### src/rtl/rv32_inst_encoder_loader.sv
// RV32I field-set encoder that streams packed words into IMEM; ENCODER_APPEND_HALT_EN appends an ECALL on finish.
// One-cycle accept-to-write latency at full rate; in_ready drops outside RUN, on finish, or once DEPTH words are written.
module rv32_inst_encoder_loader #(
    parameter int ADDR_W = 12,
    parameter int DEPTH  = 4096
) (
    input  logic              clk,
    input  logic              rst,
    input  logic              start,
    input  logic [ADDR_W-1:0] start_addr,
    input  logic              finish,
    input  logic              in_valid,
    output logic              in_ready,
    input  logic [2:0]        in_class,
    input  logic [6:0]        in_opcode,
    input  logic [2:0]        in_funct3,
    input  logic [6:0]        in_funct7,
    input  logic [4:0]        in_rd,
    input  logic [4:0]        in_rs1,
    input  logic [4:0]        in_rs2,
    input  logic [31:0]       in_imm,
    output logic              imem_we,
    output logic [ADDR_W-1:0] imem_addr,
    output logic [31:0]       imem_wdata,
    output logic              busy,
    output logic              done,
    output logic              err,
    output logic [7:0]        err_count,
    output logic [ADDR_W:0]   word_count
);

`ifdef ENCODER_APPEND_HALT_EN
    typedef enum logic [1:0] {S_IDLE, S_RUN, S_DONE, S_HALT} state_t;
`else
    typedef enum logic [1:0] {S_IDLE, S_RUN, S_DONE} state_t;
`endif

    localparam logic [ADDR_W:0]   DEPTH_W  = (ADDR_W+1)'(DEPTH);
    localparam logic [ADDR_W-1:0] ADDR_ONE = ADDR_W'(1);
    localparam logic [ADDR_W:0]   CNT_ONE  = (ADDR_W+1)'(1);
    localparam logic [31:0]       ECALL    = 32'h0000_0073;

    state_t              r_state;
    logic [ADDR_W-1:0]   r_addr;
    logic                r_we;
    logic [ADDR_W-1:0]   r_waddr;
    logic [31:0]         r_wdata;
    logic                r_busy;
    logic                r_done;
    logic                r_err;
    logic [7:0]          r_err_count;
    logic [ADDR_W:0]     r_word_count;

    logic [31:0] w_sext12;
    logic [31:0] w_sext13;
    logic [31:0] w_sext21;
    logic        w_is_shift;
    logic        w_room;
    logic        w_ready;
    logic        w_accept;
    logic        w_reject;
    logic [31:0] w_word;

    assign w_sext12   = {{20{in_imm[11]}}, in_imm[11:0]};
    assign w_sext13   = {{19{in_imm[12]}}, in_imm[12:0]};
    assign w_sext21   = {{11{in_imm[20]}}, in_imm[20:0]};
    assign w_is_shift = (in_opcode == 7'b0010011) &&
                        ((in_funct3 == 3'b001) || (in_funct3 == 3'b101));
    // word_count already includes the word being written, so this cannot overshoot DEPTH.
    assign w_room     = (r_word_count < DEPTH_W);
    assign w_ready    = (r_state == S_RUN) && w_room && !finish;
    assign w_accept   = in_valid && w_ready;

    always_comb begin
        w_word   = 32'h0;
        w_reject = 1'b0;
        case (in_class)
            3'd0: begin
                w_word = {in_funct7, in_rs2, in_rs1, in_funct3, in_rd, in_opcode};
            end
            3'd1: begin
                if (w_is_shift) begin
                    w_word   = {in_funct7, in_imm[4:0], in_rs1, in_funct3, in_rd, in_opcode};
                    w_reject = |in_imm[31:5];
                end else begin
                    w_word   = {in_imm[11:0], in_rs1, in_funct3, in_rd, in_opcode};
                    w_reject = (in_imm != w_sext12);
                end
            end
            3'd2: begin
                w_word   = {in_imm[11:5], in_rs2, in_rs1, in_funct3, in_imm[4:0], in_opcode};
                w_reject = (in_imm != w_sext12);
            end
            3'd3: begin
                w_word   = {in_imm[12], in_imm[10:5], in_rs2, in_rs1, in_funct3,
                            in_imm[4:1], in_imm[11], in_opcode};
                w_reject = (in_imm != w_sext13) || in_imm[0];
            end
            3'd4: begin
                w_word   = {in_imm[31:12], in_rd, in_opcode};
                w_reject = |in_imm[11:0];
            end
            3'd5: begin
                w_word   = {in_imm[20], in_imm[10:1], in_imm[11], in_imm[19:12], in_rd, in_opcode};
                w_reject = (in_imm != w_sext21) || in_imm[0];
            end
            default: begin
                w_reject = 1'b1;
            end
        endcase
    end

    always_ff @(posedge clk) begin
        if (rst) begin
            r_state      <= S_IDLE;
            r_addr       <= '0;
            r_we         <= 1'b0;
            r_waddr      <= '0;
            r_wdata      <= 32'h0;
            r_busy       <= 1'b0;
            r_done       <= 1'b0;
            r_err        <= 1'b0;
            r_err_count  <= 8'h0;
            r_word_count <= '0;
        end else begin
            r_we <= 1'b0;
            case (r_state)
                S_IDLE, S_DONE: begin
                    // finish is ignored here; start opens a fresh session
                    if (start) begin
                        r_state      <= S_RUN;
                        r_addr       <= start_addr;
                        r_busy       <= 1'b1;
                        r_done       <= 1'b0;
                        r_err        <= 1'b0;
                        r_err_count  <= 8'h0;
                        r_word_count <= '0;
                    end
                end
                S_RUN: begin
                    if (w_accept) begin
                        if (w_reject) begin
                            r_err <= 1'b1;
                            if (r_err_count != 8'hFF) begin
                                r_err_count <= r_err_count + 8'd1;
                            end
                        end else begin
                            r_we         <= 1'b1;
                            r_waddr      <= r_addr;
                            r_wdata      <= w_word;
                            r_addr       <= r_addr + ADDR_ONE;
                            r_word_count <= r_word_count + CNT_ONE;
                        end
                    end
                    if (finish) begin
`ifdef ENCODER_APPEND_HALT_EN
                        // ECALL goes out while in HALT, even past DEPTH
                        r_state      <= S_HALT;
                        r_we         <= 1'b1;
                        r_waddr      <= r_addr;
                        r_wdata      <= ECALL;
                        r_addr       <= r_addr + ADDR_ONE;
                        r_word_count <= r_word_count + CNT_ONE;
`else
                        r_state      <= S_DONE;
                        r_busy       <= 1'b0;
                        r_done       <= 1'b1;
`endif
                    end
                end
`ifdef ENCODER_APPEND_HALT_EN
                S_HALT: begin
                    r_state <= S_DONE;
                    r_busy  <= 1'b0;
                    r_done  <= 1'b1;
                end
`endif
                default: begin
                    r_state <= S_IDLE;
                end
            endcase
        end
    end

    assign in_ready   = w_ready;
    assign imem_we    = r_we;
    assign imem_addr  = r_waddr;
    assign imem_wdata = r_wdata;
    assign busy       = r_busy;
    assign done       = r_done;
    assign err        = r_err;
    assign err_count  = r_err_count;
    assign word_count = r_word_count;

endmodule
### config.mk
export PLATFORM = sky130hd
export DESIGN_NAME = rv32_inst_encoder_loader
export DESIGN_NICKNAME = d
export VERILOG_FILES = /design/src/rtl/rv32_inst_encoder_loader.sv
export SDC_FILE = /design/constraint.sdc
export NUM_CORES = 1
export LEC_CHECK = 0
export ABC_CLOCK_PERIOD_IN_PS = 7600
export BUFFER_PORTS_ARGS = -buffer_cell sky130_fd_sc_hd__buf_2
export CAP_MARGIN = 5
export CORE_MARGIN = 5
export CORE_UTILIZATION = 50
export CTS_CLUSTER_DIAMETER = 80
export DETAILED_ROUTE_END_ITERATION = 10
export PLACE_DENSITY = 0.88
export SLEW_MARGIN = 40
export SYNTH_ARGS = -nofsm -noshare
export SYNTH_HDL_FRONTEND = slang
export SYNTH_SLANG_ARGS = --single-unit
### constraint.sdc
create_clock -name clk -period 7.6 [get_ports clk]
set_input_delay 1.9 -clock clk [delete_from_list [all_inputs] [get_ports clk]]
set_output_delay 1.9 -clock clk [all_outputs]
set_load 0.005 [all_outputs]
Word-level counts from Yosys, hierarchy flattened:

Cells that the tools add are included.

* add/subtract/negate cells: 3
* order comparisons: 1
* equality and inequality tests: 20
* mux-type cells: 30
* bitwise gates (word level): 3
* reductions and logical operators: 21

Operators by type and width (number)
* $pmux W32 S6: 1
* $mux W13: 3
* $mux W12: 3
* $mux W32: 1
* $mux W8: 4
* $reduce_or A27 Y1: 1
* $pmux W13 S2: 1
* $pmux W12 S2: 1
* $ne A20 B20 Y1: 1
* $ne A19 B19 Y1: 1
* $pmux W8 S2: 1
* $add A13 B1 Y13 const B: 1
* $lt A13 B13 Y1 const B: 1
* $add A12 B1 Y12 const B: 1
* $reduce_or A12 Y1: 1
* $ne A11 B11 Y1: 1
* $ne A2 B2 Y1 const B: 5
* $eq A3 B3 Y1 const B: 3
* $add A8 B1 Y8 const B: 1
* $mux W1: 8
* $ne A8 B8 Y1 const B: 1
* $reduce_and A4 Y1: 2
* $eq A7 B5 Y1 const B: 1
* $eq A3 B1 Y1 const B: 2
* 20 further kinds: 32

* register bits after elaboration: 83
* bits of input ports: 84
* output and inout bits: 70
* word-level logic and storage cells: 88

Longest topological paths before layout:

Gate-level depths: netlist (run 1).

* word-level depth: 8
* gate-level depth with buffers: 9
* mapped depth without buffers: 7

Worst setup path after synthesis (run 1):

OpenSTA, ideal clock, no wires.

* kind: input -> register
* start: input port in_imm[17]
* end: register r_word_count[6] (netlist: word_count[6])
* library setup time: 0.074 ns
* arrival time: 4.290 ns
* required time: 7.526 ns
* setup slack: 3.235 ns
* stages on the path: 7
* path buffers: 1
* path through: or4_1 > or4_1 > o32a_1 > a211o_1 > buf_2 > or4_1 > a31oi_1

* word-level cells in the longest chain between the ends: 5
* elaborated cells between the ends (all ways): 8
* classes of those cells: eq/ne: 3; mux: 2; reduce/logical: 3

Ends and longest elaborated chain
* start, declared: line 21 `input logic [31:0] in_imm,`
* $ne A20 B20 Y1 (tied with other cells): line 87, 92
* $mux W1 / $logic_or A1 B1 Y1 (equally long branches): line 82, 97
* $pmux W1 S6 (*): line 77 `case (in_class)`
* $ne A2 B2 Y1 (no source line) (*)
* $reduce_and A4 Y1 (no source line) (*)
* end signal, assigned: line 152 `r_word_count <= r_word_count + CNT_ONE;`
* end, declared: line 52 `logic [ADDR_W:0] r_word_count;`

Every way passes the cells marked *; elsewhere a longest branch is shown, timed or not.
A chain may end at the register's enable or synchronous reset.

Worst setup path after layout (run 1):

* start: input port in_class[2]
* end: register r_addr[11]

* word-level cells in the longest chain between the ends: 4
* elaborated cells between the ends (all ways): 9
* classes of those cells: eq/ne: 6; mux: 1; reduce/logical: 2

Ends and longest elaborated chain
* start, declared: line 14 `input logic [2:0] in_class,`
* $eq A3 B3 Y1 (tied with other cells): line 77
* $pmux W1 S6 (*): line 77
* $ne A2 B2 Y1 (no source line) (*)
* $reduce_and A4 Y1 (no source line) (*)
* end signal, assigned: line 132 `r_addr <= start_addr;`
* end signal, assigned: line 151 `r_addr <= r_addr + ADDR_ONE;`
* end, declared: line 44 `logic [ADDR_W-1:0] r_addr;`

Marked as above.

==> flow_summary.ini, run 1 <==
[critical_path]
reg2reg_to = word_count[10]$_SDFFE_PP0P_
ff2ff_setup_slack_ps = 4760
critPathMaxFanout = 23
r2r_start = r_state[0]$_SDFFE_PP0P_
crit_type = input pin to register
critPathCaptureType = register
reg2reg_depth = 6
crit_required_ps = 7820
cp.arrival_ps = 5000
start_kind = input pin

[clocking]
post_cts_buffers = 0
cts_made_buffers = 9
cts_hold_buf = 0
h-tree-depth = 3
cts.clk_slew.worst_paths_ps = 100
clk_path_buf_depth = 2
cts_tree = built
clock-sinks = 83
root_buffer = clkbuf_8
cts-resized-gates = 0
clkLatencyLatePin_ps = 360

[placed_design]
hpwl_um = 10900
placed_cells = 794
io_buffers = 153
dpl_cell_area_mm2 = 0.00534
gp_congestion = 0.891

[global_route]
gr-total-overflow = 0
grt_pass1_vias = 5206
grt.total_usage_pct = 26.7
grt_max_degree = 46
antenna_found_initial = 0
grt_pass1_wl_um = 24900

[power]
p_clk_share_pct = 33.4
sw_frac_of_total_pct = 31.7
switchingPower_w = 0.000289
ir_drop_v = 0.0000923
pwr-share-seq_pct = 49.9
power.leakage_nw = 2.21
power_density_mw_per_mm2 = 165
intPower_w = 0.000623
combPwrFrac_pct = 16.7
p_total_w = 0.000912

[timing]
slew_viol_final = 0
min_period_ps = 4770
finalCritPeriodShare_pct = 62.8
fin_worst_skew_ps = 15.9
rsz0062_at_grt = false
fmax_mhz = 210
worst_pin_slew_ps = 792
hold_violations = 0
setup_viol = 0
tns_ps = 0
slew_headroom_pct = 47.2

[final_layout]
n_fill_cell = 770
mostFrequentLayoutCell = buf_2
finalCoreUtilization_pct = 63.1
area_growth_pct = 22.7
final_nets = 785
fin_area_mm2 = 0.00553
n_antenna_cell = 0
layout-drive-gt1-share_pct = 27.5
layout_common_cells = buf_2, dfxtp_1, a21oi_1, nand2_1, nand3_1
instances_no_fill = 810

[routing]
wl_per_cell_um = 18.8
totalWireLength_um = 15300
drt_iter0_markers = 440
vias = 5355
firstDrtPassIters = 5
antenna_left = 0
viasPerCell = 6.61
drc = 0

[min_path]
hold_depth = 1
worstHoldEndpoint = err$_SDFFE_PP0P_
min_path_type = register to register
hold_start = err$_SDFFE_PP0P_

[run]
drv_cap = 0

[logic_synthesis]
synth_simple_gate_area_share_pct = 24.9
synth_cells = 567
ys_warn_count = 0
synth_ff_type = dfxtp_1
synth_compound_area_share_pct = 31.5
muxShareOfSynthArea_pct = 1.42
synth_area_mm2 = 0.00451
ys_ff_latch = 83
avgSynthCellArea_um2 = 7.95
synth_fa_ha_area_share_pct = 1.11
synth-async-reset-ratio_pct = 0
synth_top_family_by_area = compound AO/OA/AOI/OAI gates
yosysSeqAreaShare_pct = 36.8
synth_edf_count = 0
syn-num-nets = 655
synth-xor-area-share_pct = 0
synth_cell_types = 62

[floorplan]
dieArea_mm2 = 0.0110
dieHeight_um = 105
core_area_mm2 = 0.00876
io_pins = 154
start_util_pct = 51.5
rows = 34
die_x_um = 105

[status]
status = finished, final reports clean
area by class of cell:
type	count	area, µm²	area share (%)
inverters	6	22.5	0.407
repair buffers	161	841	15.2
clock buffers	9	124	2.24
multi-input cells	436	2690	48.6
well taps	108	135	2.44
flip-flops and latches	83	1660	30.0
clock inverters	7	58.8	1.06
routing by layer:
metal,track usage (%),vias up,routed length (µm)
met1,32.6,2459,5900
met2,44.3,374,7270
met4,11.6,0,531
li1,-,2458,-
met3,6.78,64,1560
met5,0,-,0
critical path, cell delays in order:
cell and delay [ps]:
buf_2 330, nor2b_1 590, o21ai_0 200, a41oi_1 580, nand2_1 530, a21oi_1 670, o22ai_1 200
power by group through the flow:
stage                     Clock (W)  Combinational (W)  Sequential (W)
final                      0.000304           0.000152        0.000455
after global routing       0.000330           0.000165        0.000457
after CTS                  0.000311           0.000149        0.000455
after detailed placement          0           0.000149        0.000465
after global placement            0           0.000145        0.000465
after floorplan                   0          0.0000881        0.000463
through the flow:
| step | hold WS (ps) | worst slack (ps) |
|---|---|---|
| 3_5_place_dp | 452 | 2590 |
| 2_1_floorplan | 457 | 3240 |
| 5_1_grt | 497 | 2580 |
| 4_1_cts | 473 | 2920 |
| 6_report | 466 | 2830 |
| 3_3_place_gp | 448 | 2600 |
cells in the mapped netlist, drive strengths merged, types with 4 or more instances:
master,number,area [µm²]
a21oi,75,375
ha,4,50.1
nor3,10,55.1
and3,12,75.1
inv,5,18.8
dfxtp,83,1660
or3,9,56.3
nor2b,22,138
nor4,12,75.1
nand4,13,81.3
a211oi,31,238
nor2,24,90.1
a2bb2oi,4,35.0
a311oi,4,35.0
o22ai,10,62.6
nand3,36,180
o21ai,29,145
o31ai,6,45.0
buf,8,38.8
a221o,5,50.1
or2,5,31.3
a222oi,6,60.1
nand2b,6,37.5
or4,6,45.0
a22o,6,52.6
clkbuf,34,128
a22oi,6,45.0
nand2,46,173
how the worst max path moves through the flow:
stage           startpoint                    endpoint  slack [ps]  cells past startpoint
2_1_floorplan   in_imm[17]  word_count[6]$_SDFFE_PP0P_        3240                      7
3_5_place_dp   in_class[2]     r_addr[11]$_SDFFE_PP0P_        2590                      7
6_report       in_class[2]     r_addr[11]$_SDFFE_PP0P_        2830                      7
4_1_cts        in_class[2]     r_addr[11]$_SDFFE_PP0P_        2920                      7
3_3_place_gp    in_imm[17]  word_count[0]$_SDFFE_PP0P_        2600                      7
5_1_grt        in_class[2]     r_addr[11]$_SDFFE_PP0P_        2580                      7
kinds of logic after synthesis:
| kind of cell | count (synthesis) |
|---|---|
| flops | 83 |
| mux | 6 |
| fa+ha+maj | 4 |
| compound gates | 214 |
| buf+inv | 48 |
| simple gates | 212 |
state kept, by name (all words and copies together), names as in the netlist:
name        flops
imem_wdata     32
r_state         2
r_addr         12
busy            1
done            1
imem_we         1
imem_addr      12
err             1
err_count       8
word_count     13
No activity file was read; power rests on OpenSTA's default activity.
==> inputs of run 2 (changes only) <==
--- a/config.mk
+++ b/config.mk
@@ -5,7 +5,7 @@
 export SDC_FILE = /design/constraint.sdc
 export NUM_CORES = 1
 export LEC_CHECK = 0
-export ABC_CLOCK_PERIOD_IN_PS = 7600
+export ABC_CLOCK_PERIOD_IN_PS = 4600
 export BUFFER_PORTS_ARGS = -buffer_cell sky130_fd_sc_hd__buf_2
 export CAP_MARGIN = 5
 export CORE_MARGIN = 5
==> constraint.sdc (replaced) <==
create_clock -name clk -period 4.6 [get_ports clk]
set_input_delay 1.15 -clock clk [delete_from_list [all_inputs] [get_ports clk]]
set_output_delay 1.15 -clock clk [all_outputs]
set_load 0.005 [all_outputs]
==> run 2 against run 1 <==
  * Register-to-register slack got worse by 2800 ps
  * Hold slack better by 11 ps
  * Highest routed layer unchanged
  * Via count up 0.21%
  * Non-clock buffer count increased by 6
  * Count of clock-buffer cells in the layout up 3
  * Largest power group unchanged
  * Power grew 68%
  * Cell area grew 0.50%
==> flow_summary.ini, run 2 (synthesis gave the netlist of run 1 again) <==
[routing]
wl_per_cell_um = 18.7
antenna_left = 0
vias = 5366
totalWireLength_um = 15300
viasPerCell = 6.58
drt_iter0_markers = 404
drc = 0
firstDrtPassIters = 5

[clocking]
cts-resized-gates = 0
cts_hold_buf = 0
clk_path_buf_depth = 2
cts_tree = built
cts.clk_slew.worst_paths_ps = 90
clock-sinks = 83
post_cts_buffers = 0
root_buffer = clkbuf_8
h-tree-depth = 3
cts_made_buffers = 9
clkLatencyLatePin_ps = 350

[critical_path]
start_kind = input pin
cpMostUsedCell = or4_1
critPathMaxFanout = 16
critPathCaptureType = register
critPathSlowestCell = o21ai_1
cp_cell_sequence = buf_2, or4_1, or4_1, o32a_1, a211o_1, o21ai_1, a311oi_1
crit_required_ps = 4800
cp_slowest_stage_delay_ps = 630
cp.arrival_ps = 4030
ff2ff_setup_slack_ps = 1930
crit_type = input pin to register

[final_layout]
area_growth_pct = 23.3
n_antenna_cell = 0
fin_area_mm2 = 0.00556
largest_reg_flops = 32
layout-drive-gt1-share_pct = 27.4
layout_common_cells = buf_2, dfxtp_1, a21oi_1, nand2_1, nand3_1
final_nets = 791
finalCoreUtilization_pct = 63.4
mostFrequentLayoutCell = buf_2

[power]
power_density_mw_per_mm2 = 275
power.leakage_nw = 2.24
ir_drop_v = 0.000170

[placed_design]
gp_congestion = 0.921
io_buffers = 153
hpwl_um = 11200
dpl_cell_area_mm2 = 0.00537

[floorplan]
dieArea_mm2 = 0.0110
io_pins = 154
dieHeight_um = 105
rows = 34
start_util_pct = 51.5
core_area_mm2 = 0.00876
die_x_um = 105

[timing]
min_period_ps = 3830
slew_viol_final = 0
worst_pin_slew_ps = 793
finalCritPeriodShare_pct = 83.3
slew_headroom_pct = 46.4
fin_worst_skew_ps = 9.05
setup_viol = 0
fmax_mhz = 261
tns_ps = 0
rsz0062_at_grt = false
hold_violations = 0

[global_route]
grt_busiest_layer = met2
grt_use_met1_pct = 30.6
antenna_found_initial = 0
grt_pass1_vias = 5255
grt_util_met2_pct = 44.9
grt_pass1_wl_um = 24700
grt_max_degree = 45
use_met3_pct = 6.97
grt.total_usage_pct = 26.4
gr-total-overflow = 0

[status]
status = finished, final reports clean

[run]
drv_cap = 0

[min_path]
min_path_type = register to register
==> run 2: changes by cell type in the layout (fill, tap and decap cells not counted), sizes merged <==
cell	before	now
buf	161	167
clkbuf	9	12
inv	8	5
bufinv	0	1
clkinvlp	2	1
==> run 2: final timing paths <==
path | from | cells past startpoint | endpoint
max | in_imm[17] | 7 | r_addr[10]$_SDFFE_PP0P_
min | imem_addr[6]$_SDFFE_PP0P_ | 2 | imem_addr[6]$_SDFFE_PP0P_
min reg2reg | imem_addr[6]$_SDFFE_PP0P_ | 2 | imem_addr[6]$_SDFFE_PP0P_
max reg2reg | r_state[0]$_SDFFE_PP0P_ | 6 | word_count[11]$_SDFFE_PP0P_
==> run 2: worst max-delay path: cells and delay by family <==
kind	cells	cell delay, ps
AOI/OAI and AO/OA	4	1790
buffers and inverters	1	110
and+or+nand+nor	2	970
==> run 2: routing by layer <==
| layer | wire, µm | vias up |
|---|---|---|
| li1 | - | 2462 |
| met2 | 7410 | 371 |
| met5 | 0 | - |
| met3 | 1640 | 58 |
| met4 | 538 | 0 |
| met1 | 5680 | 2475 |
==> run 2: per-stage QoR <==
step	worst slack (ps)	total power, W	instances	hold WS (ps)
2_1_floorplan	985	0.000910	567	457
3_3_place_gp	593	0.00101	800	446
3_5_place_dp	465	0.00101	800	465
4_1_cts	834	0.00153	816	478
5_1_grt	657	0.00159	816	503
6_report	768	0.00153	816	477
==> run 2: power breakdown <==
part / switching [W] / internal [W]
Combinational: 0.000160 / 0.0000935
Sequential: 0.0000176 / 0.000735
Clock: 0.000271 / 0.000252
Total: 0.000449 / 0.00108
==> run 2: final cells by class <==
cell class | count | area [µm²]
repair buffers | 167 | 871
flip-flops and latches | 83 | 1660
clock inverters | 4 | 51.3
clock buffers | 12 | 135
multi-input cells | 436 | 2680
well taps | 108 | 135
fillers | 781 | 3200
inverters | 6 | 22.5
